File: src/rtl/prog_sequencer.sv
// prog_sequencer
// Run controller that sequences the program counter through one program
// execution: PC reset, entry-address load, free run with branch/jump
// steering, memory-stall freeze, and termination on halt or cycle timeout.
//
// Ports
//   CLK          sole clock, all state on posedge
//   init         synchronous active-high reset (also resets the PC)
//   start        run request level, held high until done is seen
//   prog_sel     program select, sampled in IDLE when start is high
//   pc           current PC value
//   pc_halt      halt flag from the PC
//   mem_busy     datapath stall request
//   br_req       decoder absolute-branch request
//   br_target    branch destination
//   jmp_req      decoder relative-jump request
//   pc_init      PC init
//   pc_branch_en PC branch enable (also used to hold the PC at its value)
//   pc_jump_en   PC relative-jump enable
//   pc_target    PC target, upper 6 bits always zero
//   run          datapath enable
//   done         run complete (registered)
//   timeout      run ended by MAX_CYCLES, valid while done (registered)
//   cycle_count  RUN+STALL cycles of the current/last run (registered)
module prog_sequencer #(
    parameter logic [9:0]  START0     = 10'd0,
    parameter logic [9:0]  START1     = 10'd16,
    parameter logic [9:0]  START2     = 10'd32,
    parameter logic [9:0]  START3     = 10'd48,
    parameter logic [15:0] MAX_CYCLES = 16'd4096
) (
    input  logic        CLK,
    input  logic        init,
    input  logic        start,
    input  logic [1:0]  prog_sel,
    input  logic [9:0]  pc,
    input  logic        pc_halt,
    input  logic        mem_busy,
    input  logic        br_req,
    input  logic [9:0]  br_target,
    input  logic        jmp_req,
    output logic        pc_init,
    output logic        pc_branch_en,
    output logic        pc_jump_en,
    output logic [15:0] pc_target,
    output logic        run,
    output logic        done,
    output logic        timeout,
    output logic [15:0] cycle_count
);

    typedef enum logic [2:0] {
        S_IDLE,
        S_INIT,
        S_LOAD,
        S_RUN,
        S_STALL,
        S_DONE
    } state_t;

    state_t      state_q, state_d;
    logic [1:0]  sel_q, sel_d;
    logic        done_q, done_d;
    logic        timeout_q, timeout_d;
    logic [15:0] cnt_q, cnt_d;

    logic        branch_en_c;
    logic        jump_en_c;
    logic        run_c;
    logic [9:0]  target_c;
    logic        at_limit;

    function automatic logic [15:0] sat_inc(input logic [15:0] v);
        return (v == 16'hFFFF) ? v : v + 16'd1;
    endfunction

    function automatic logic [9:0] entry_addr(input logic [1:0] s);
        case (s)
            2'd0:    return START0;
            2'd1:    return START1;
            2'd2:    return START2;
            default: return START3;
        endcase
    endfunction

    assign at_limit = (cnt_q == MAX_CYCLES - 16'd1);

    always_comb begin
        state_d     = state_q;
        sel_d       = sel_q;
        done_d      = done_q;
        timeout_d   = timeout_q;
        cnt_d       = cnt_q;
        branch_en_c = 1'b0;
        jump_en_c   = 1'b0;
        run_c       = 1'b0;
        // Branching to the current pc is how the PC is frozen.
        target_c    = pc;

        case (state_q)
            S_IDLE: begin
                branch_en_c = 1'b1;
                if (start) begin
                    sel_d     = prog_sel;
                    cnt_d     = 16'd0;
                    timeout_d = 1'b0;
                    done_d    = 1'b0;
                    state_d   = S_INIT;
                end
            end
            S_INIT: begin
                state_d = S_LOAD;
            end
            S_LOAD: begin
                branch_en_c = 1'b1;
                target_c    = entry_addr(sel_q);
                state_d     = S_RUN;
            end
            S_RUN: begin
                run_c = 1'b1;
                cnt_d = sat_inc(cnt_q);
                // A stall freezes the PC in the very cycle it is requested.
                if (mem_busy) begin
                    branch_en_c = 1'b1;
                end else if (br_req) begin
                    branch_en_c = 1'b1;
                    target_c    = br_target;
                end else if (jmp_req) begin
                    jump_en_c = 1'b1;
                end
                // Run termination outranks the stall transition; halt outranks timeout.
                if (pc_halt) begin
                    state_d   = S_DONE;
                    done_d    = 1'b1;
                    timeout_d = 1'b0;
                end else if (at_limit) begin
                    state_d   = S_DONE;
                    done_d    = 1'b1;
                    timeout_d = 1'b1;
                end else if (mem_busy) begin
                    state_d = S_STALL;
                end
            end
            S_STALL: begin
                // The PC stays frozen for every stall cycle, including the one
                // in which mem_busy drops; decoder requests are ignored here.
                branch_en_c = 1'b1;
                cnt_d       = sat_inc(cnt_q);
                if (pc_halt) begin
                    state_d   = S_DONE;
                    done_d    = 1'b1;
                    timeout_d = 1'b0;
                end else if (at_limit) begin
                    state_d   = S_DONE;
                    done_d    = 1'b1;
                    timeout_d = 1'b1;
                end else if (!mem_busy) begin
                    state_d = S_RUN;
                end
            end
            S_DONE: begin
                branch_en_c = 1'b1;
                if (!start) begin
                    state_d = S_IDLE;
                end
            end
            default: begin
                state_d = S_IDLE;
            end
        endcase
    end

    always_ff @(posedge CLK) begin
        if (init) begin
            state_q   <= S_IDLE;
            done_q    <= 1'b0;
            timeout_q <= 1'b0;
            cnt_q     <= 16'd0;
        end else begin
            state_q   <= state_d;
            done_q    <= done_d;
            timeout_q <= timeout_d;
            cnt_q     <= cnt_d;
        end
        sel_q <= sel_d;
    end

    // init resets the PC along with the controller and masks every other control.
    assign pc_init      = init | (state_q == S_INIT);
    assign pc_branch_en = branch_en_c & ~init;
    assign pc_jump_en   = jump_en_c & ~init;
    assign run          = run_c & ~init;
    assign pc_target    = {6'd0, target_c};
    assign done         = done_q;
    assign timeout      = timeout_q;
    assign cycle_count  = cnt_q;

endmodule

File: config.mk
export PLATFORM = sky130hd
export DESIGN_NAME = prog_sequencer
export DESIGN_NICKNAME = d
export VERILOG_FILES = /design/src/rtl/prog_sequencer.sv
export SDC_FILE = /design/constraint.sdc
export NUM_CORES = 1
export LEC_CHECK = 0
export ABC_AREA = 1
export CAP_MARGIN = 20
export CORE_MARGIN = 2
export CORE_UTILIZATION = 48
export DETAILED_ROUTE_END_ITERATION = 8
export GPL_TIMING_DRIVEN = 0
export PLACE_DENSITY = 0.87
export SKIP_LAST_GASP = 1
export SYNTH_ARGS = -nofsm -noshare
export SYNTH_HDL_FRONTEND = slang
export SYNTH_SLANG_ARGS = --single-unit
export TNS_END_PERCENT = 1
File: constraint.sdc
create_clock -name CLK -period 3.7 [get_ports CLK]
set_input_delay 0.555 -clock CLK [delete_from_list [all_inputs] [get_ports CLK]]
set_output_delay 0.555 -clock CLK [all_outputs]
set_load 0.01 [all_outputs]
==> run summary, run 1 <==
The flow ran to the end, and the final reports show no timing, DRC or antenna violations. A synthesized cell averages 6.33 sq um. The clock latency at the later pin of the worst-skew pair is 310 ps.

The reg-to-reg setup timing slack came out at 1980 ps. The most critical setup path has its startpoint at br_req. Counting cells, the worst reg-to-reg path comes to 10. In this run the most critical hold path is launched from done. Setup repair after global routing left no endpoint under its margin. The synthesized area is 0.00175 sq mm.

The area growth from synthesis to final layout is 40.3%. The number of sinks handled by clock tree synthesis is 23. The classification of the worst-slack hold path is reg2reg. Buffers inserted during clock tree synthesis total 3. For hold timing, the worst endpoint is done. The number of hold buffers added after cts is 0.

The largest voltage drop on the vdd net is 253 uV. The number of synthesized register bits came out at 23. After layout, the worst path uses 79.1% of the clock period. The starting utilization of the core area is 51.1%. Once the clock tree was built, the resizer swapped 0 gates to a different size.

The horizontal die dimension is 64.3 um. The final-report max-slew violation count came out at 0. TritonCTS built the clock tree. The hold violation count in the final report came out at 0. Once the clock tree was built, the setup fixing pass inserted 0 buffers. The area enclosed by the die boundary is 0.00414 sq mm.

For the worst setup path, the data arrival time is 2370 ps. In this run, distinct cell masters in the synthesized netlist total 34. The number of cells on the worst hold path is 2. The number of antenna violations at the first check in global routing is 0. 0 antenna diodes ended up in the layout.

Routed signal wires occupy layers up through met4. CTS built an H-tree with a depth of 1. The pin count of the biggest net entering global routing is 13.

The post-detailed-route via-to-cell ratio came out at 4.97. The final wirelength is 4.57 mm. Global routing used 22.7% of the available tracks.

The floorplan step set the die height to 64.3 um. The average detailed-routed wire length per instance is 11.7 um. The wire length of the first global-routing pass is 7.49 mm. The post-layout instance count excluding filler cells came out at 391. The cell count after placement is 387. The clock-pin slew reported for the worst setup and hold paths after clock tree synthesis came out at 120 ps. The worst path required time is 3140 ps.

The number of filler instances in the final layout came out at 304. The number of buffers on the longest clock path is 2. The power per unit of standard cell area came out at 419 mW/mm^2. Input and output buffers added on the ports amount to 60.

The routability congestion estimate is 0.835. The detailed-route via count is 1945. The max-cap violation count is 0. The iteration-0 DRC count of the detailed router is 60. The layout cell share with drive strength beyond 1 came out at 11.6%.

The setup path with the least slack is of type in2out. In this run the critical register-to-register path is launched from cycle_count[0]. Hold is met by 462 ps. The highest attainable clock frequency is 342 MHz. The floorplan has 21 rows. The number of nets in the layout came out at 376. Detailed placement ended at an HPWL of 3.56 mm. The count of endpoints failing setup in the final report came out at 0. The leakage power total is 1.08 nW. The highest net fanout along the worst path is 10.

Synthesis handed over a netlist of 276 instances. The kind of start point of the critical path is a primary input. The critical register-to-register path endpoint is cycle_count[14]. The number of warnings issued by yosys came out at 0. Once layout is complete, the utilization of the core stands at 71.7%. For this run the aggregate overflow at the end of global routing stands at 0. The remaining antenna violation count after routing came out at 0. The number of global-route vias before repair is 1725. The post-route met1 wirelength is 2.02 mm.

STA classifies the critical path endpoint as an output port. The final clock skew came out at 9.75 ps. The post-layout minimum cycle time is 2930 ps. The total length of routed met2 wires came out at 2.11 mm. The summed negative setup slack over all endpoints came out at 0 ps. The transition time at the pin with the least slew margin is 686 ps. The I/O pin total is 67. For this run, the detailed router's first-pass iteration total came to 4. The sequential element share of the synthesized area came out at 27.5%. For this run, design rule violations remaining after detail routing come to 0. Measured against its own limit, the worst slew margin works out to 54.2%.

The area of the core is 0.00342 sq mm. The tree is rooted in a clkbuf_4. In the detailed route, the total length drawn on met3 is 412 um.
==> layout by cell type (no fill, tap or decap), types with 3 or more instances in the layout <==
master           count
nor3_1               7
inv_1               42
o21ai_0             18
nand4_1              7
a21oi_1              8
nand3_1             26
xor2_1               3
a21oi_2              6
clkdlybuf4s50_1     60
nand2_1             56
clkbuf_1             3
buf_4                6
dfxtp_1             21
nor2_1              38
nand2_4              3
clkbuf_4             3
nand2_2              7
conb_1               6
==> cell families after synthesis <==
kind of cell    synth area share [%]
flops                           27.5
buf+inv                         14.7
other cells                    0.215
compound gates                  14.5
fa+ha+maj                      0.716
xor+xnor                        1.50
simple gates                    40.8
==> through the flow <==
step | cell area (sq um) | setup WS [ps] | power, mW
after CTS | 2450 | 770 | 1.03
after global placement | 2420 | 776 | 0.906
final | 2450 | 773 | 1.03
after floorplan | 1770 | 1840 | 0.697
after detailed placement | 2420 | 778 | 0.916
after global routing | 2450 | 612 | 1.11
==> synth_stat cells (all sizes together) <==
cell / instances / area [sq um]
dfxtp: 21 / 420
nor2: 42 / 186
ha: 1 / 12.5
o31ai: 1 / 7.51
clkbuf: 2 / 7.51
edfxtp: 2 / 60.1
nor3: 7 / 35.0
buf: 9 / 75.1
nor3b: 1 / 7.51
nand4: 7 / 43.8
o21bai: 2 / 15.0
nand2: 66 / 288
a31o: 1 / 8.76
xor2: 3 / 26.3
o21ai: 18 / 90.1
or2: 2 / 12.5
a31oi: 1 / 6.26
o221ai: 2 / 17.5
nand3: 27 / 140
a21oi: 15 / 109
inv: 45 / 174
conb: 1 / 3.75
==> power by group <==
group          switching [mW]  internal [mW]  total (mW)
Clock                  0.0744         0.0421       0.116
Sequential             0.0259          0.284       0.310
Combinational           0.351          0.250       0.601
==> per-layer routing <==
| layer | track usage [%] | vias up |
|---|---|---|
| met5 | 0 | - |
| met4 | 6.91 | 0 |
| met3 | 5.46 | 4 |
| met2 | 40.2 | 85 |
| met1 | 27.0 | 841 |
| li1 | - | 1015 |
==> critical path, cell delays in order <==
cell and delay (ps):
clkdlybuf4s50_1 450, inv_1 50, nor2_1 110, clkbuf_1 340, o21ai_0 140, o221ai_1 160
clkdlybuf4s50_1 560
==> sequential cells by signal (all words and copies together) (netlist names) <==
| signal | flops |
|---|---|
| cycle_count | 16 |
| state_q | 3 |
| sel_q | 2 |
| done | 1 |
| timeout | 1 |
==> cell type report <==
class | instances | area (sq um) | share of cell area (%)
clock buffers | 4 | 26.3 | 1.07
multi-input cells | 202 | 1030 | 42.0
plain buffers | 11 | 82.6 | 3.37
inverters | 45 | 174 | 7.10
flip-flops and latches | 23 | 480 | 19.6
repair buffers | 60 | 601 | 24.5
well taps | 46 | 57.6 | 2.35
==> how the worst max path moves through the flow <==
stage	end	slack [ps]
global route	pc_target[5]	610
detailed placement	pc_target[5]	780
finish	pc_target[4]	770
floorplan	pc_target[4]	1840
CTS	pc_target[4]	770
global placement	pc_target[4]	780
(Power assumes the default switching activity.)
==> run 2, diff against run 1 <==
--- a/config.mk
+++ b/config.mk
@@ -8,10 +8,10 @@
 export ABC_AREA = 1
 export CAP_MARGIN = 20
 export CORE_MARGIN = 2
-export CORE_UTILIZATION = 48
+export CORE_UTILIZATION = 44
 export DETAILED_ROUTE_END_ITERATION = 8
 export GPL_TIMING_DRIVEN = 0
-export PLACE_DENSITY = 0.87
+export PLACE_DENSITY = 0.8
 export SKIP_LAST_GASP = 1
 export SYNTH_ARGS = -nofsm -noshare
 export SYNTH_HDL_FRONTEND = slang
==> constraint.sdc (replaced) <==
create_clock -name CLK -period 2.75 [get_ports CLK]
set_input_delay 0.4125 -clock CLK [delete_from_list [all_inputs] [get_ports CLK]]
set_output_delay 0.4125 -clock CLK [all_outputs]
set_load 0.01 [all_outputs]
==> run summary, run 2 (synthesis gave the netlist of run 1 again) <==
The run finished with clean final reports. The area of placed instances came out at 0.00243 sq mm. STA classifies the critical path startpoint as a primary input. Setup slack closes at 135 ps. The tightest min-delay check is of the reg2reg type. The number of rows created at floorplan is 22. The largest voltage drop on the vdd net came out at 438 uV.

The number of sinks handled by clock tree synthesis is 23. The routability congestion estimate came out at 0.866. The horizontal die dimension is 67.0 um.

The register with the most flip-flops in the layout has 16 of them. The class of the most critical setup path is in2out. The total overflow reported by the global router is 0. Setup repair after global routing could not meet its margin everywhere.

The post-layout instance count excluding filler cells came out at 393. The CTS H-tree depth is 1. The total routing resource utilization after global routing is 21.7%. The count of nets left with antenna violations once routing finished came out at 0. The CTS tree is built. The clock latency at the later pin of the worst-skew pair came out at 260 ps.

The tree is rooted in a clkbuf_8. The number of I/O port buffers is 60. The area of all placed cells without fillers came out at 0.00247 sq mm. The power per unit of standard cell area is 579 mW/mm^2.

The reg-to-reg setup timing slack came out at 930 ps. The number of global-route vias before repair is 1772. Overall power consumption after layout is estimated at 1.43 mW. The final-report max-slew violation count came out at 0. The switching component of the power came out at 0.612 mW.

The fraction of the core area covered by cells at the end of the flow is 66.1%. The library cell used most frequently in the layout, excluding fill and tap cells, is clkdlybuf4s50_1. Data on the critical path arrives at its endpoint at 2200 ps. The leakage power total is 1.09 nW. The starting utilization of the core area is 46.7%. No sink is reached through more buffers than the 2 on the longest clock path. The pin count of the biggest net entering global routing is 14. The post-layout minimum cycle time came out at 2610 ps. The clock-pin slew reported for the worst setup and hold paths after clock tree synthesis is 80 ps. The clock arrives with 3.49 ps of skew. The area growth from synthesis to final layout came out at 41.6%.

The half-perimeter wire length after placement is 3.59 mm. The iteration-0 DRC count of the detailed router came out at 80. The part of the power in combinational logic came out at 56.4%. The area of the core came out at 0.00374 sq mm. The cell count after placement came out at 389. The library cells used most frequently in the layout, excluding fill and tap cells, are clkdlybuf4s50_1 (60), nand2_1 (56), inv_1 (42).

Counting cells, the worst reg-to-reg path comes to 7. The number of antenna violations at the first check in global routing came out at 0. The highest attainable clock frequency came out at 382 MHz.

The detailed-routing iteration count for the pre-antenna-repair pass came out at 4. The routed layout has 1941 vias. TritonCTS created 3 clock buffers. The critical register-to-register path endpoint is cycle_count[10]. In this run the critical register-to-register path is launched from cycle_count[0]. In this run, flip-flops and latches consume 29.0% of the power. The hold violation count in the final report came to 0. The number of cells on the worst hold path came out at 2. The die outline height came out at 67.0 um. Cells with a size suffix above 1 make up 12.2% of the layout. The number of diodes came out at 0. The most critical setup path has its endpoint at pc_target[6].

The highest net fanout along the worst path is 8. The clock network burns 14.6% of the power. The worst pin sits at a relative slew slack of 55.4%.

The most critical setup path has its startpoint at br_req. The average detailed-routed wire length per instance is 11.5 um. In the final design database the tool counted 376 nets. The switching part of the total came out at 42.7%. The worst path required time is 2340 ps. At the pin with the least slew margin, the transition time is 668 ps. The wire length of the first global-routing pass came out at 7.60 mm. The post-detailed-route via-to-cell ratio is 4.94. The design internal power is 0.820 mW. The ratio of final minimum period to clock period is 95.1%.

Before CTS, the worst setup slack after placement is 47.0 ps. For this block, the routed nets add up to 4.53 mm of wire. The die covers 0.00449 sq mm. The tightest hold margin is 453 ps. After detailed routing, the number of remaining DRC violations is 0. The count of endpoints failing setup in the final report came out at 0. The summed negative setup slack over all endpoints is 0 ps. The I/O pin total came out at 67. Max-cap violations in this run came to 0. The worst setup path is captured at an output port.
[run 2: changes by cell type in the layout (fill, tap and decap cells not counted)]
cell / change
clkbuf_8: +3
clkbuf_2: +1
clkbuf_4: -3
clkbuf_1: -2
clkinv_2: +1
[run 2: power by group through the flow]
stage	combinational, mW	sequential [mW]	clock (mW)
global route	0.882	0.423	0.235
detailed placement	0.812	0.423	0
finish	0.808	0.415	0.209
CTS	0.814	0.415	0.216
floorplan	0.511	0.427	0
global placement	0.796	0.422	0
[run 2: worst min path at each step]
stage,start,to
2_1_floorplan,done,done
3_3_place_gp,done,done
3_5_place_dp,done,done
4_1_cts,done,done
5_1_grt,done,done
6_report,done,done
[run 2: layer usage]
layer	global-route usage (%)	wire, um
met3	4.22	420
met2	40.1	2140
met1	24.5	1890
met4	6.89	83
met5	0	0
[run 2: area by class of cell]
type,count,area (sq um)
sequential,23,480
clock buffer,3,41.3
fill,365,1270
tap,48,60.1
clock inverter,1,5.00
multi-input combinational,202,1030
inverter,45,174
timing repair buffer,60,601
buffer,11,83.8
[run 2: critical path, cell delays in order]
cell	delay, ps
clkdlybuf4s50_1	460
inv_1	60
nor2_1	110
inv_1	90
a21oi_1	400
o21ai_0	170
clkdlybuf4s50_1	500
[run 2: repair_timing]
action / in CTS / in global routing
setup buffers: 0 / 0
endpoints found under the setup margin: 0 / 4
gates resized for setup: 0 / 2
hold endpoints to repair: 0 / 0
hold buffers: 0 / 0
==> run 3, diff against run 2 <==
--- a/config.mk
+++ b/config.mk
@@ -10,7 +10,6 @@
 export CORE_MARGIN = 2
 export CORE_UTILIZATION = 44
 export DETAILED_ROUTE_END_ITERATION = 8
-export GPL_TIMING_DRIVEN = 0
 export PLACE_DENSITY = 0.8
 export SKIP_LAST_GASP = 1
 export SYNTH_ARGS = -nofsm -noshare
==> run summary, run 3 (synthesis gave the netlist of run 1 again) <==
The iteration-0 DRC count of the detailed router came out at 85. The post-route DRC violation count is 0. The signal on the critical path passes through nand3_2 > inv_1 > o21ai_0 > o221ai_1 > clkdlybuf4s50_1. The repair_antennas step left the layout with diodes totalling 0. The layout cell share with drive strength beyond 1 came out at 10.1%. From bottom edge to top edge, the die measures 67.0 um. On the critical path the largest part of the delay comes from buffers and inverters.

From synthesis to final layout, the design area changed by 37.7%. The worst slew slack as a fraction of its limit came out at 57.1%. The hold violation count in the final report came out at 0. The number of buffers on the longest clock path came out at 2. The tree built by TritonCTS fans out to 23 sinks. The final clock skew is 7.26 ps. The I/O pin total came out at 67. The horizontal die dimension came out at 67.0 um.

Once detail routing completed, the nets flagged for antenna violations numbered 0. The library cell used most frequently in the layout, excluding fill and tap cells, is clkdlybuf4s50_1. The number of buffer and inverter stages on the critical path came out at 2. The number of gates resized after CTS is 0. The transition time at the pin with the least slew margin came out at 643 ps. Setup repair after global routing left no endpoint under its margin. The pin count of the biggest net entering global routing came out at 19. The max-cap violation count came out at 0. The detailed-route via count came out at 1914. The run finished with clean final reports. In the layout the commonest cells are clkdlybuf4s50_1 (60), nand2_1 (56), inv_1 (42). The wire length of the first global-routing pass came out at 7.58 mm. The power per unit of standard cell area came out at 572 mW/mm^2.

After layout, the worst path uses 94.1% of the clock period. The number of hold buffers added after cts came out at 0. TritonCTS built the clock tree. The number of antenna violations at the first check in global routing came out at 0. In the routed layout, each cell is associated on average with a via count of 4.98.

The total routing resource utilization after global routing came out at 21.8%. The summed negative setup slack over all endpoints came out at 0 ps. The post-layout minimum cycle time came out at 2590 ps. The number of global-route vias before repair was 1772. The congestion estimate from routability-driven global placement came to 0.843. The area of the core came out at 0.00374 sq mm.

The highest attainable clock frequency came out at 386 MHz. Clock tree synthesis selected as its root buffer the cell clkbuf_8. The overall power came out at 1.38 mW. The library cell contributing the largest single delay on the critical path is clkdlybuf4s50_1. The total CTS buffers came out at 3. STA classifies the critical path endpoint as an output port. The worst path required time is 2340 ps. The cell count after placement is 380. The clock latency at the later pin of the worst-skew pair came out at 270 ps. The final-report max-slew violation count came out at 0. The initial utilization of the core area, before any placement, comes to 46.7%. The final wirelength came out at 4.62 mm. The flip-flop count of the largest register, all copies and words added came out at 16. The post-layout instance count excluding filler cells is 384. For this run, the slowest stage of the critical path takes 570 ps. The average detailed-routed wire length per instance came out at 12.0 um. The number of nets in the layout is 367.

The number of I/O port buffers came out at 60. STA classifies the critical path startpoint as a flip-flop. Setup violations remaining at the end of the flow were counted as 0. The post-CTS repair timing setup buffer count is 0. The area of placed instances came out at 0.00236 sq mm.

Summed over all cells, the static leakage comes to 1.04 nW. The tightest hold margin came out at 462 ps. The worst setup margin is 162 ps. The floorplan has 22 rows. The worst-case setup slack after placement came out at 172 ps. The detailed-routing iteration count for the pre-antenna-repair pass is 4. The total overflow reported by the global router came out at 0.

The setup path with the least slack is of type reg2out. The highest net fanout along the worst path is 11. The clock-pin slew reported for the worst setup and hold paths after clock tree synthesis is 90 ps.

The area enclosed by the die boundary came out at 0.00449 sq mm. VDD sags by at most 309 uV. With fillers left out, the area of the finished cells amounts to 0.00240 sq mm. The filler cells instantiated in the layout total 344. The classification of the worst-slack hold path is reg2reg.

The fraction of the core area covered by cells at the end of the flow is 64.2%. The CTS H-tree depth is 1. The worst path arrival time came out at 2180 ps.

The wire-length estimate of the detail-placed layout is 3.61 mm.
==> run 3: cell types whose count changed in the layout (fill, tap and decap cells not counted), sizes merged <==
cell    change
buf         -7
clkbuf      -2
==> run 3: layout make-up <==
| cell class | instances | area (sq um) | area share [%] |
|---|---|---|---|
| clock buffers | 3 | 41.3 | 1.72 |
| clock inverters | 1 | 5.00 | 0.208 |
| inverters | 45 | 174 | 7.23 |
| multi-input cells | 202 | 1030 | 42.8 |
| flip-flops and latches | 23 | 480 | 20.0 |
| well taps | 48 | 60.1 | 2.50 |
| repair buffers | 62 | 616 | 25.6 |
==> run 3: worst reg2reg max path: cells and delay by family, from the launching register on <==
family / cells / cell delay [ps]
simple gates: 5 / 970
fa+ha+maj: 1 / 190
flops: 1 / 390
compound gates: 1 / 180
==> run 3: power by group <==
group          internal (mW)  switching [mW]  leakage, nW
Sequential             0.382          0.0516        0.189
Combinational          0.284           0.440        0.829
Clock                  0.101           0.116       0.0255
Total                  0.768           0.608         1.04
==> run 3: routing by layer <==
layer	wire length [um]	vias to the layer above	part of all wire [%]	global-route usage [%]
met4	81	0	1.8	8.42
li1	-	995	-	-
met5	0	-	0	0
met2	2080	79	45	38.5
met3	497	8	11	4.22
met1	1950	832	42	25.6
==> run 3: final timing paths <==
check	startpoint	to	slack [ps]	cells after the start
hold / removal	done	done	460	2
setup / recovery	state_q[0]	pc_target[5]	160	5
hold reg to reg	done	done	460	2
setup reg to reg	cycle_count[0]	cycle_count[10]	960	7
